## src/rtl/rr_arbiter32.sv

```systemverilog
// 32-way round-robin arbiter driving the select of a 32-to-1 mux; one owner at a time, registered outputs.
// Define RR_ARB_TIMEOUT_EN to revoke grants held for TIMEOUT_CYCLES cycles while other requesters wait.
module rr_arbiter32 #(
    parameter int TIMEOUT_CYCLES = 16
) (
    input  logic        clk,
    input  logic        rst_n,
    input  logic [31:0] req,
    output logic [31:0] gnt,
    output logic [4:0]  sel,
    output logic        busy,
    output logic        rel,
    output logic        tmo
);

    localparam logic [0:0] ST_IDLE  = 1'b0;
    localparam logic [0:0] ST_GRANT = 1'b1;

    if (TIMEOUT_CYCLES < 2 || TIMEOUT_CYCLES > 255) begin : g_bad_timeout
        $error("rr_arbiter32: TIMEOUT_CYCLES must be within 2..255");
    end

    logic [0:0]  state, state_n;
    logic [4:0]  ptr, ptr_n;
    logic [31:0] gnt_n;
    logic [4:0]  sel_n;
    logic        busy_n;
    logic        rel_n;
    logic [5:0]  pick;
    logic        do_grant;
    logic        do_rearb;

`ifdef RR_ARB_TIMEOUT_EN
    localparam logic [7:0] TMO_LAST = 8'(TIMEOUT_CYCLES - 1);
    logic [7:0] cnt, cnt_n;
    logic       tmo_n;
`endif

    // Returns {found, index}: first set bit of r scanning upward from start, wrapping 31 -> 0.
    function automatic logic [5:0] rr_pick(input logic [31:0] r, input logic [4:0] start);
        logic       found;
        logic [4:0] idx;
        logic [4:0] win;
        found = 1'b0;
        win   = start;
        for (int i = 0; i < 32; i++) begin
            idx = start + 5'(i);
            if (!found && r[idx]) begin
                found = 1'b1;
                win   = idx;
            end
        end
        return {found, win};
    endfunction

    always_comb begin
        // NOTE: every signal assigned here gets a default first so no path leaves it unassigned (no latch).
        state_n  = state;
        ptr_n    = ptr;
        gnt_n    = gnt;
        sel_n    = sel;
        busy_n   = busy;
        rel_n    = 1'b0;
        do_grant = 1'b0;
        do_rearb = 1'b0;
`ifdef RR_ARB_TIMEOUT_EN
        tmo_n    = 1'b0;
        cnt_n    = cnt;
`endif
        // While granted, the current owner is masked so a re-arbitration never hands it straight back.
        pick = rr_pick((state == ST_GRANT) ? (req & ~gnt) : req, ptr);

        if (state == ST_IDLE) begin
            do_grant = pick[5];
        end else if (~|(req & gnt)) begin
            rel_n    = 1'b1;
            do_rearb = 1'b1;
        end
`ifdef RR_ARB_TIMEOUT_EN
        else if (cnt == TMO_LAST) begin
            if (pick[5]) begin
                rel_n    = 1'b1;
                tmo_n    = 1'b1;
                do_rearb = 1'b1;
            end else begin
                cnt_n = '0;
            end
        end else begin
            cnt_n = cnt + 8'd1;
        end
`endif

        if (do_rearb) begin
            if (pick[5]) begin
                do_grant = 1'b1;
            end else begin
                state_n = ST_IDLE;
                gnt_n   = '0;
                busy_n  = 1'b0;
            end
        end

        if (do_grant) begin
            state_n = ST_GRANT;
            gnt_n   = 32'd1 << pick[4:0];
            sel_n   = pick[4:0];
            busy_n  = 1'b1;
            ptr_n   = pick[4:0] + 5'd1;
`ifdef RR_ARB_TIMEOUT_EN
            cnt_n   = '0;
`endif
        end
    end

    always_ff @(posedge clk or negedge rst_n) begin
        if (!rst_n) begin
            state <= ST_IDLE;
            ptr   <= '0;
            gnt   <= '0;
            sel   <= '0;
            busy  <= 1'b0;
            rel   <= 1'b0;
        end else begin
            // NOTE: non-blocking updates so every register samples the pre-edge values.
            state <= state_n;
            ptr   <= ptr_n;
            gnt   <= gnt_n;
            sel   <= sel_n;
            busy  <= busy_n;
            rel   <= rel_n;
        end
    end

`ifdef RR_ARB_TIMEOUT_EN
    always_ff @(posedge clk or negedge rst_n) begin
        if (!rst_n) begin
            cnt <= '0;
            tmo <= 1'b0;
        end else begin
            cnt <= cnt_n;
            tmo <= tmo_n;
        end
    end
`else
    assign tmo = 1'b0;
`endif

endmodule

```

## config.mk

```make
export PLATFORM = sky130hd
export DESIGN_NAME = rr_arbiter32
export DESIGN_NICKNAME = d
export VERILOG_FILES = /design/src/rtl/rr_arbiter32.sv
export SDC_FILE = /design/constraint.sdc
export NUM_CORES = 1
export LEC_CHECK = 0
export BUFFER_PORTS_ARGS = -buffer_cell sky130_fd_sc_hd__buf_2
export CAP_MARGIN = 10
export CORE_MARGIN = 4
export CORE_UTILIZATION = 30
export CTS_BUF_LIST = sky130_fd_sc_hd__clkbuf_4 sky130_fd_sc_hd__clkbuf_8
export DETAILED_ROUTE_END_ITERATION = 10
export HOLD_SLACK_MARGIN = 0.08
export SETUP_SLACK_MARGIN = 0.3
export SLEW_MARGIN = 0
export SYNTH_ARGS = -nofsm -noshare
export SYNTH_HDL_FRONTEND = slang
export SYNTH_SLANG_ARGS = --single-unit
```

## constraint.sdc

```tcl
create_clock -name clk -period 6.9 [get_ports clk]
set_input_delay 0.345 -clock clk [delete_from_list [all_inputs] [get_ports clk]]
set_output_delay 0.345 -clock clk [all_outputs]
set_load 0.02 [all_outputs]
```

# Word level (Yosys, flattened, before mapping)

Index checks and enable logic that the tools add are counted.

Bitwise gates (word level): 3
$add $sub $neg: 32
Shifts and indexed selects: 1
Equality and inequality tests: 1
Reduce and logical (&&, ||, !) cells: 65
Muxes and demuxes: 139
Order comparisons: 32

Operators with widths:

| kind                                                                         | count |
|---|---|
| 5-bit by 6-bit less-than comparator with 1-bit output, second input constant | 32 |
| 1-bit binary-select mux with 5-bit select                                    | 32 |
| 5-bit two-way mux                                                            | 31 |
| 32-bit two-way mux                                                           | 4 |
| 5-bit adder, second input constant                                           | 16 |
| 1-bit two-way mux                                                            | 72 |
| 32-bit AND                                                                   | 2 |
| 5-bit by 4-bit adder with 5-bit output, second input constant                | 8 |
| 32-bit inverter                                                              | 1 |
| 32-bit OR reduction                                                          | 1 |
| 1-bit by 5-bit << shifter with 32-bit output, first input constant           | 1 |
| 1-bit logical AND                                                            | 31 |
| 1-bit zero test                                                              | 31 |
| 5-bit by 3-bit adder with 5-bit output, second input constant                | 4 |
| 5-bit by 1-bit adder with 5-bit output, second input constant                | 2 |
| 5-bit by 2-bit adder with 5-bit output, second input constant                | 2 |
| 2-bit by 1-bit inequality test with 1-bit output, second input constant      | 1 |
| 2-bit AND reduction                                                          | 1 |
| 2-bit nonzero test                                                           | 1 |

Output and inout port bits: 40
Bits in registers: 44

# Longest topological paths before layout

Gate-level depths: netlist of run 1.

Depth after elaboration: 104
Mapped depth: 24
Gate-level depth less buffers: 19

# Least setup slack after synthesis of run 1

No wires, ideal clock.

Path kind: register -> register
Start point: reg ptr[1]
End point: reg ptr[4]
Cell stages (with the launch flop): 24
Data arrival time: 5.918 ns
Slack: 0.886 ns
Buffers on the path: 5
Data required time: 6.805 ns
Cells stage by stage: dfrtp_1 > buf_2 > inv_2 > clkbuf_1 > ha_1 > clkbuf_1 > nor2_1 > o221ai_1 > and4_1 > mux4_2 > nor4_1 > nand4_1 > clkbuf_1 > nor4_1 > and3_1 > buf_2 > a2111oi_0 > a2111oi_0 > a2111oi_0 > a21oi_1 > ha_1 > inv_1 > o31a_1 > o31ai_1

Elaborated cells on any way between the ends: 224
Classes of those cells: add/sub (32); mux (130); reduce/logical (62)

RTL lines:

| item                                                                                            | RTL line | source |
|---|---|---|
| from (decl)                                                                                     | 24       | `logic [4:0] ptr, ptr_n;` |
| from (signal assigned)                                                                          | 126      | `ptr <= ptr_n;` |
| parallel branches: the longest is 95 deep, another holds 5-bit by 1-bit adder with 5-bit output | -        |  |
| 5-bit two-way mux (*)                                                                           | 48       | `if (!found && r[idx]) begin` |
| net pick[1]                                                                                     | 29       | `logic [5:0] pick;` |
| 5-bit by 1-bit adder with 5-bit output (*)                                                      | 108      | `ptr_n = pick[4:0] + 5'd1;` |

Mark *: on every way through the listed nets, which the timed path passes. The select of a mux whose other input is x is not followed.
A chain may end at the register's enable or synchronous reset.

# Worst setup path in the final report of run 1

Start point: reg ptr[2]
End point: reg gnt[19]

Word-level cells in the longest chain between the ends: 101
Elaborated cells on any way between the ends: 228
Classes of those cells: add/sub (31); eq/ne (1); shift (1); mux (131); reduce/logical (64)

Ends and longest elaborated chain:

| item                                                                                             | RTL line | source |
|---|---|---|
| parallel branches: the longest is 101 deep, another holds 5-bit by 1-bit adder with 5-bit output | -        |  |
| to (signal assigned)                                                                             | 127      | `gnt <= gnt_n;` |
| to (decl)                                                                                        | 9        | `output logic [31:0] gnt,` |

Several ways; the timed one is not identified. The select of a mux whose other input is x is not followed.

==> results_dict.tcl, run 1 <==
set metrics [dict create \
    timing.final.max_slew_violations 0 \
    nNetsFinal 1216 \
    cts_sinks 44 \
    synth.net_count 1160 \
    synth_cell_type_count 90 \
    start_util 0.306 \
    rows 62 \
    crit_required_ns 7.11 \
    yosys-top-cells-area "dfrtp_1 12%, mux4_2 10%, mux2i_1 4.8%" \
    grt_max_degree 75 \
    layout_min_cycle_time_ns 6.49 \
    ant_nets 0 \
    synth_top_family_by_area "compound AO/OA/AOI/OAI gates" \
    num_io_pins 74 \
    cts.repair.resized 0 \
    ys_ff_latch 44 \
    routabilityCongestion 1.06 \
    worst_slew_pin_slew_ns 0.985 \
    synth_edf_count 0 \
    final_layout_size_suffix_gt1_frac 0.208 \
    io_buffer_count 72 \
    ys_warn_count 0 \
    critPathMaxFanout 12 \
    drc 0 \
    die-area_sq_um 32300 \
    cts.hold.buffers_added 0 \
    grt_usage 0.252 \
    via_per_inst 6.80 \
    setup-tns-final_ns 0 \
    rsz0062_at_grt "false" \
    synth.area.mux_share 0.179 \
    avgSynthCellArea_sq_um 7.97 \
    hold_viol_final 0 \
    clk_transition_reported_paths_ns 0.09 \
    synth_seq_area_share 0.125 \
    fmax_mhz 154 \
    die_h_microns 180 \
    drtIter0Drc 1536 \
    fin_skew_ns 0.00949 \
    antenna_found_initial 0 \
    synthArstFlopShare 1.00 \
    setup_viol 0 \
    clock_path_buffers 2 \
    cts_buffers 5 \
    hold_path.class "in2async" \
    post-route-period-util 0.941 \
    post_cts_buffers 0 \
    grt_pass1_wl_microns 63700 \
    drv_cap 0 \
    crit_arrival_ns 6.71 \
    synthAdderAreaFrac 0.0241 \
    synth_compound_area_frac 0.363 \
    place_inst 1542 \
    max_slew_margin 0.343 \
    cts_tree "done" \
    drt_wl_total_microns 43500 \
    area_growth_pct 12.0 \
    antenna_cells 0 \
    status "finished clean" \
    grt_pass1_vias 9740 \
    worstSkewPairLatency_ns 0.31 \
    fin_cells 1550 \
    synth_area_sq_um 8830 \
    core_area_sq_um 28900 \
    post-dp-hpwl_microns 34600 \
    synth-xor-area-share 0.0367 \
    yosysMostFrequentCell "nand2_1" \
    synth-main-ff-cell "dfrtp_1" \
    dr.pass1.iters 8 \
    synth_simple_gate_area_frac 0.224 \
    wire_per_inst_microns 28.1 \
    synthTopCellsByCount "106 x nand2_1, 85 x nor2_1, 47 x a21oi_1, 44 x dfrtp_1, 42 x mux2i_1" \
    endpoint_kind "flop" \
    path_class "reg2reg" \
    syn_inst 1109 \
    synth.top_cell.area_share 0.125 \
    num_vias 10541 \
    cts_max_level 2 \
    cp-start-kind "flop" \
    yosys.area.top_type "dfrtp_1" \
    die_x_microns 180 \
    cts_root_buffer "clkbuf_8" \
    grt_overflow 0 \
]
==> registers in the layout, summed over array words and instances, names as in the netlist <==
| signal | count |
|---|---|
| gnt | 32 |
| ptr | 5 |
| sel | 5 |
| rel | 1 |
| state | 1 |
==> layout by cell type, fill, tap and decap left out, types with 8 or more instances in the layout <==
cell type,synthesis,layout
nand2_1,106,106
nor2_1,85,84
buf_2,26,72
a21oi_1,47,46
buf_4,9,46
dfrtp_1,44,43
mux2i_1,42,42
o22ai_1,40,40
mux4_2,40,40
o221ai_1,38,38
o21ai_0,38,38
a21boi_0,32,32
and2_1,32,32
nor3_1,29,29
a32o_1,29,29
xnor2_1,31,28
a22oi_1,26,26
nand3_1,23,23
mux2_2,22,22
inv_1,21,20
nand4_1,18,18
ha_1,17,17
a21bo_2,16,16
nor4_1,15,15
o211ai_1,15,15
a22o_1,14,14
a211oi_1,14,14
and4_1,11,11
or2_2,10,10
nand2b_1,9,9
nor2b_1,9,9
a21o_1,9,9
o31ai_1,9,9
or3_1,9,9
and3_1,8,8
a31oi_1,8,8
a221oi_1,8,8
==> through the flow <==
step	utilization	hold WS (ns)	cell area (sq um)	setup WS [ns]
6_report	0.343	0.191	9890	0.409
5_1_grt	0.343	0.274	9890	0.305
4_1_cts	0.341	0.220	9850	0.385
3_5_place_dp	0.337	0.465	9740	0.420
3_3_place_gp	0.337	0.461	9740	0.437
2_1_floorplan	-	0.0494	8830	0.886
==> layer usage <==
layer | vias up | track usage | routed length, microns
li1 | 4582 | - | -
met1 | 5099 | 0.348 | 17900
met2 | 718 | 0.388 | 18700
met3 | 142 | 0.0382 | 4310
met4 | 0 | 0.117 | 2580
met5 | - | 0 | 0
==> final cells by class <==
| cell class | count | area, sq um |
|---|---|---|
| fill | 3124 | 19000 |
| multi-input combinational | 969 | 7350 |
| sequential | 44 | 1100 |
| timing repair buffer | 120 | 746 |
| tap | 384 | 480 |
| inverter | 25 | 97.6 |
| clock buffer | 5 | 68.8 |
| clock inverter | 3 | 42.5 |
==> cell families (layout without fill, tap and decap cells) <==
| logic type | after synthesis | after routing |
|---|---|---|
| buf+inv | 96 | 153 |
| compound gates | 422 | 422 |
| fa+ha+maj | 17 | 17 |
| other cells | 1 | 1 |
| flops | 44 | 44 |
| xor+xnor | 37 | 37 |
| simple gates | 387 | 387 |
| mux | 105 | 105 |
==> final timing paths <==
kind | start | to | slack (ns) | cells past startpoint
worst max register to register | ptr[2] | gnt[19] | 0.41 | 15
worst max-delay path | ptr[2] | gnt[19] | 0.41 | 15
worst min register to register | sel[0] | sel[0] | 0.49 | 1
worst min-delay path | rst_n | sel[1] | 0.19 | 1
max in group asynchronous | rst_n | ptr[0] | 6.05 | 1
min in group clk | sel[0] | sel[0] | 0.49 | 1
==> critical path, stage by stage (launching register included) <==
cell and delay, ns:
dfrtp_1 0.38, clkinv_1 0.09, ha_1 0.36, inv_1 0.38, mux4_2 0.67, mux4_2 0.67, or3_1 0.63, nand2b_1 0.33
or3_1 0.42, a2111oi_0 0.61, a211oi_1 0.16, a221o_1 0.36, a21o_1 0.22, a21oi_2 0.34, and2_1 0.45, a32o_1 0.33
Power of run 1 is not shown: default switching activity piles up to over one toggle a cycle in this logic, so the estimate is an artifact.
==> run 2: changes to the inputs <==
- ABC_AREA: not set -> 1
- GPL_TIMING_DRIVEN: not set -> 0
==> run 2 against run 1 <==
Compared with the run above: non-clock buffer count rose by 41; core utilization rose by 5.7 points; synthesized cell count rose by 5.0%; clock skew fell by 0.0036 ns; die area fell by 24%.
==> results_dict.tcl, run 2 <==
set metrics [dict create \
    routabilityCongestion 1.01 \
    setup-tns-final_ns 0 \
    synthArstFlopShare 1.00 \
    critical-path-max-stage-delay_ns 0.37 \
    wl_met2_microns 13100 \
    yosysMostFrequentCell "nand2_1" \
    path_class "reg2reg" \
    met3RoutedLength_microns 2590 \
    io_buffer_count 72 \
    yosys.area.top_type "nand3_1" \
    drt_wl_total_microns 29100 \
    via_per_inst 5.47 \
    cts.hold.buffers_added 0 \
    final_cell_mix "312 x nand2_1, 228 x nand3_1, 114 x inv_1" \
    status "finished clean" \
    grt_usage 0.225 \
    num_io_pins 74 \
    routed.top_layer "met4" \
    ys_warn_count 0 \
    avgSynthCellArea_sq_um 5.65 \
    drc 0 \
    grt_max_degree 45 \
    crit_required_ns 7.13 \
    layout.cells.most_common "nand2_1" \
    grt_pass1_vias 7472 \
    drt-met1-wl_microns 12400 \
    cts_tree "done" \
    timing.final.max_slew_violations 0 \
    dr.pass1.iters 8 \
    synth_area_sq_um 6580 \
    largest_reg_flops 32 \
    cts_sinks 44 \
    wire_per_inst_microns 18.6 \
    max_slew_margin 0.354 \
    fin_skew_ns 0.00591 \
    synth_edf_count 0 \
    synthTopCellsByCount "332 x nand2_1, 278 x nand3_1, 125 x inv_1, 86 x o21ai_0, 62 x nor2_1" \
    critPathMaxFanout 8 \
    worst_slew_pin_slew_ns 0.970 \
    top_regs "gnt: 32 flops, ptr: 5 flops, sel: 5 flops" \
    rows 53 \
    drv_cap 0 \
    synth.top_cell.area_share 0.211 \
    cts_max_level 2 \
    die-area_sq_um 24400 \
    cp-start-kind "flop" \
    die_h_microns 156 \
    synth_seq_area_share 0.167 \
    grt_pass1_wl_microns 42900 \
    antenna_found_initial 0 \
    hold_path.class "in2async" \
    ys_ff_latch 44 \
    post-route-period-util 0.910 \
    nNetsFinal 1342 \
    synth_cell_type_count 49 \
    critical_path.most_common_cell "nand2_2" \
    antenna_cells 0 \
    top_register "gnt" \
    cts_root_buffer "clkbuf_8" \
    post-dp-hpwl_microns 22600 \
    die_x_microns 156 \
    layout_min_cycle_time_ns 6.28 \
    grt_overflow 0 \
    cts_buffers 5 \
    syn_inst 1164 \
    synth.net_count 1215 \
    synth-main-ff-cell "dfrtp_1" \
    worstSkewPairLatency_ns 0.29 \
    start_util 0.309 \
    cp_slowest_cell "dfrtp_1" \
    rsz0062_at_grt "true" \
    clock_path_buffers 2 \
    hold_viol_final 0 \
    setup_viol 0 \
    num_vias 8568 \
    endpoint_kind "flop" \
    drtIter0Drc 843 \
    fmax_mhz 159 \
    clk_transition_reported_paths_ns 0.07 \
    ant_nets 0 \
    area_growth_pct 29.4 \
    crit_arrival_ns 6.51 \
    yosys-top-cells-area "nand3_1 21%, nand2_1 19%, dfrtp_1 17%" \
    core_area_sq_um 21300 \
    final_layout_size_suffix_gt1_frac 0.266 \
]
run 2: cell count changes after synthesis, moves of 25 or more:
cell      delta
o221ai_1    -37
nor3_1      -25
mux2i_1     -42
mux4_2      -40
a21boi_0    -32
nand2_1    +226
nand3_1    +255
and2_1      -32
xnor2_1     -30
a32o_1      -29
a22oi_1     -26
o21ai_0     +48
inv_1      +104
o22ai_1     -38
run 2: layer usage:
| layer | vias up | GRT usage |
|---|---|---|
| li1 | 4101 | - |
| met1 | 3970 | 0.318 |
| met2 | 420 | 0.360 |
| met3 | 77 | 0.0288 |
| met4 | 0 | 0.0629 |
| met5 | - | 0 |
run 2: stage by stage:
| step | instances | cell area (sq um) | util | hold slack, ns | setup WS, ns |
|---|---|---|---|---|---|
| 6_report | 1566 | 8510 | 0.400 | 0.205 | 0.622 |
| 5_1_grt | 1566 | 8510 | 0.400 | 0.284 | 0.189 |
| 3_3_place_gp | 1511 | 7280 | 0.342 | 0.467 | -1.05 |
| 4_1_cts | 1525 | 7580 | 0.356 | 0.244 | 0.323 |
| 2_1_floorplan | 1164 | 6580 | - | 0.0494 | 0.889 |
| 3_5_place_dp | 1511 | 7280 | 0.342 | 0.466 | -1.15 |
run 2: final cells by class:
type	instances	area (sq um)
fill	2291	12800
inverter	142	584
clock buffer	6	76.3
buffer	41	367
sequential	44	1100
clock inverter	1	5.00
multi-input combinational	937	5270
timing repair buffer	120	763
tap	275	344
run 2: final timing paths:
| path | slack (ns) | from | end | depth (start not counted) |
|---|---|---|---|---|
| worst max register to register | 0.62 | ptr[1] | gnt[26] | 51 |
| worst max-delay path | 0.62 | ptr[1] | gnt[26] | 51 |
| min in group clk | 0.49 | sel[4] | sel[4] | 2 |
| worst min-delay path | 0.21 | rst_n | sel[1] | 1 |
| worst min register to register | 0.49 | sel[4] | sel[4] | 2 |
| max in group asynchronous | 6.04 | rst_n | ptr[2] | 1 |
run 2: cell families after synthesis:
family	Yosys count	synth area share
compound gates	165	0.142
xor+xnor	17	0.0301
fa+ha+maj	17	0.0323
buf+inv	183	0.116
flops	44	0.167
other cells	1	0.000570
simple gates	737	0.512
run 2: what timing repair did:
| action | in CTS | in global routing |
|---|---|---|
| pin swaps | 7 | 54 |
| gates cloned | 0 | 4 |
| buffers inserted | 7 | 37 |
| hold endpoints to repair | 0 | 0 |
| setup endpoints to repair | 43 | 42 |
| gates resized for setup | 47 | 166 |
run 2: critical path, delay by kind of cell (launching register included):
family	cells	cell delay (ns)
xor+xnor	1	0.20
fa+ha+maj	2	0.53
buf+inv	8	0.86
flops	1	0.37
simple gates	40	4.24
Power of run 2 is left out for the same reason.
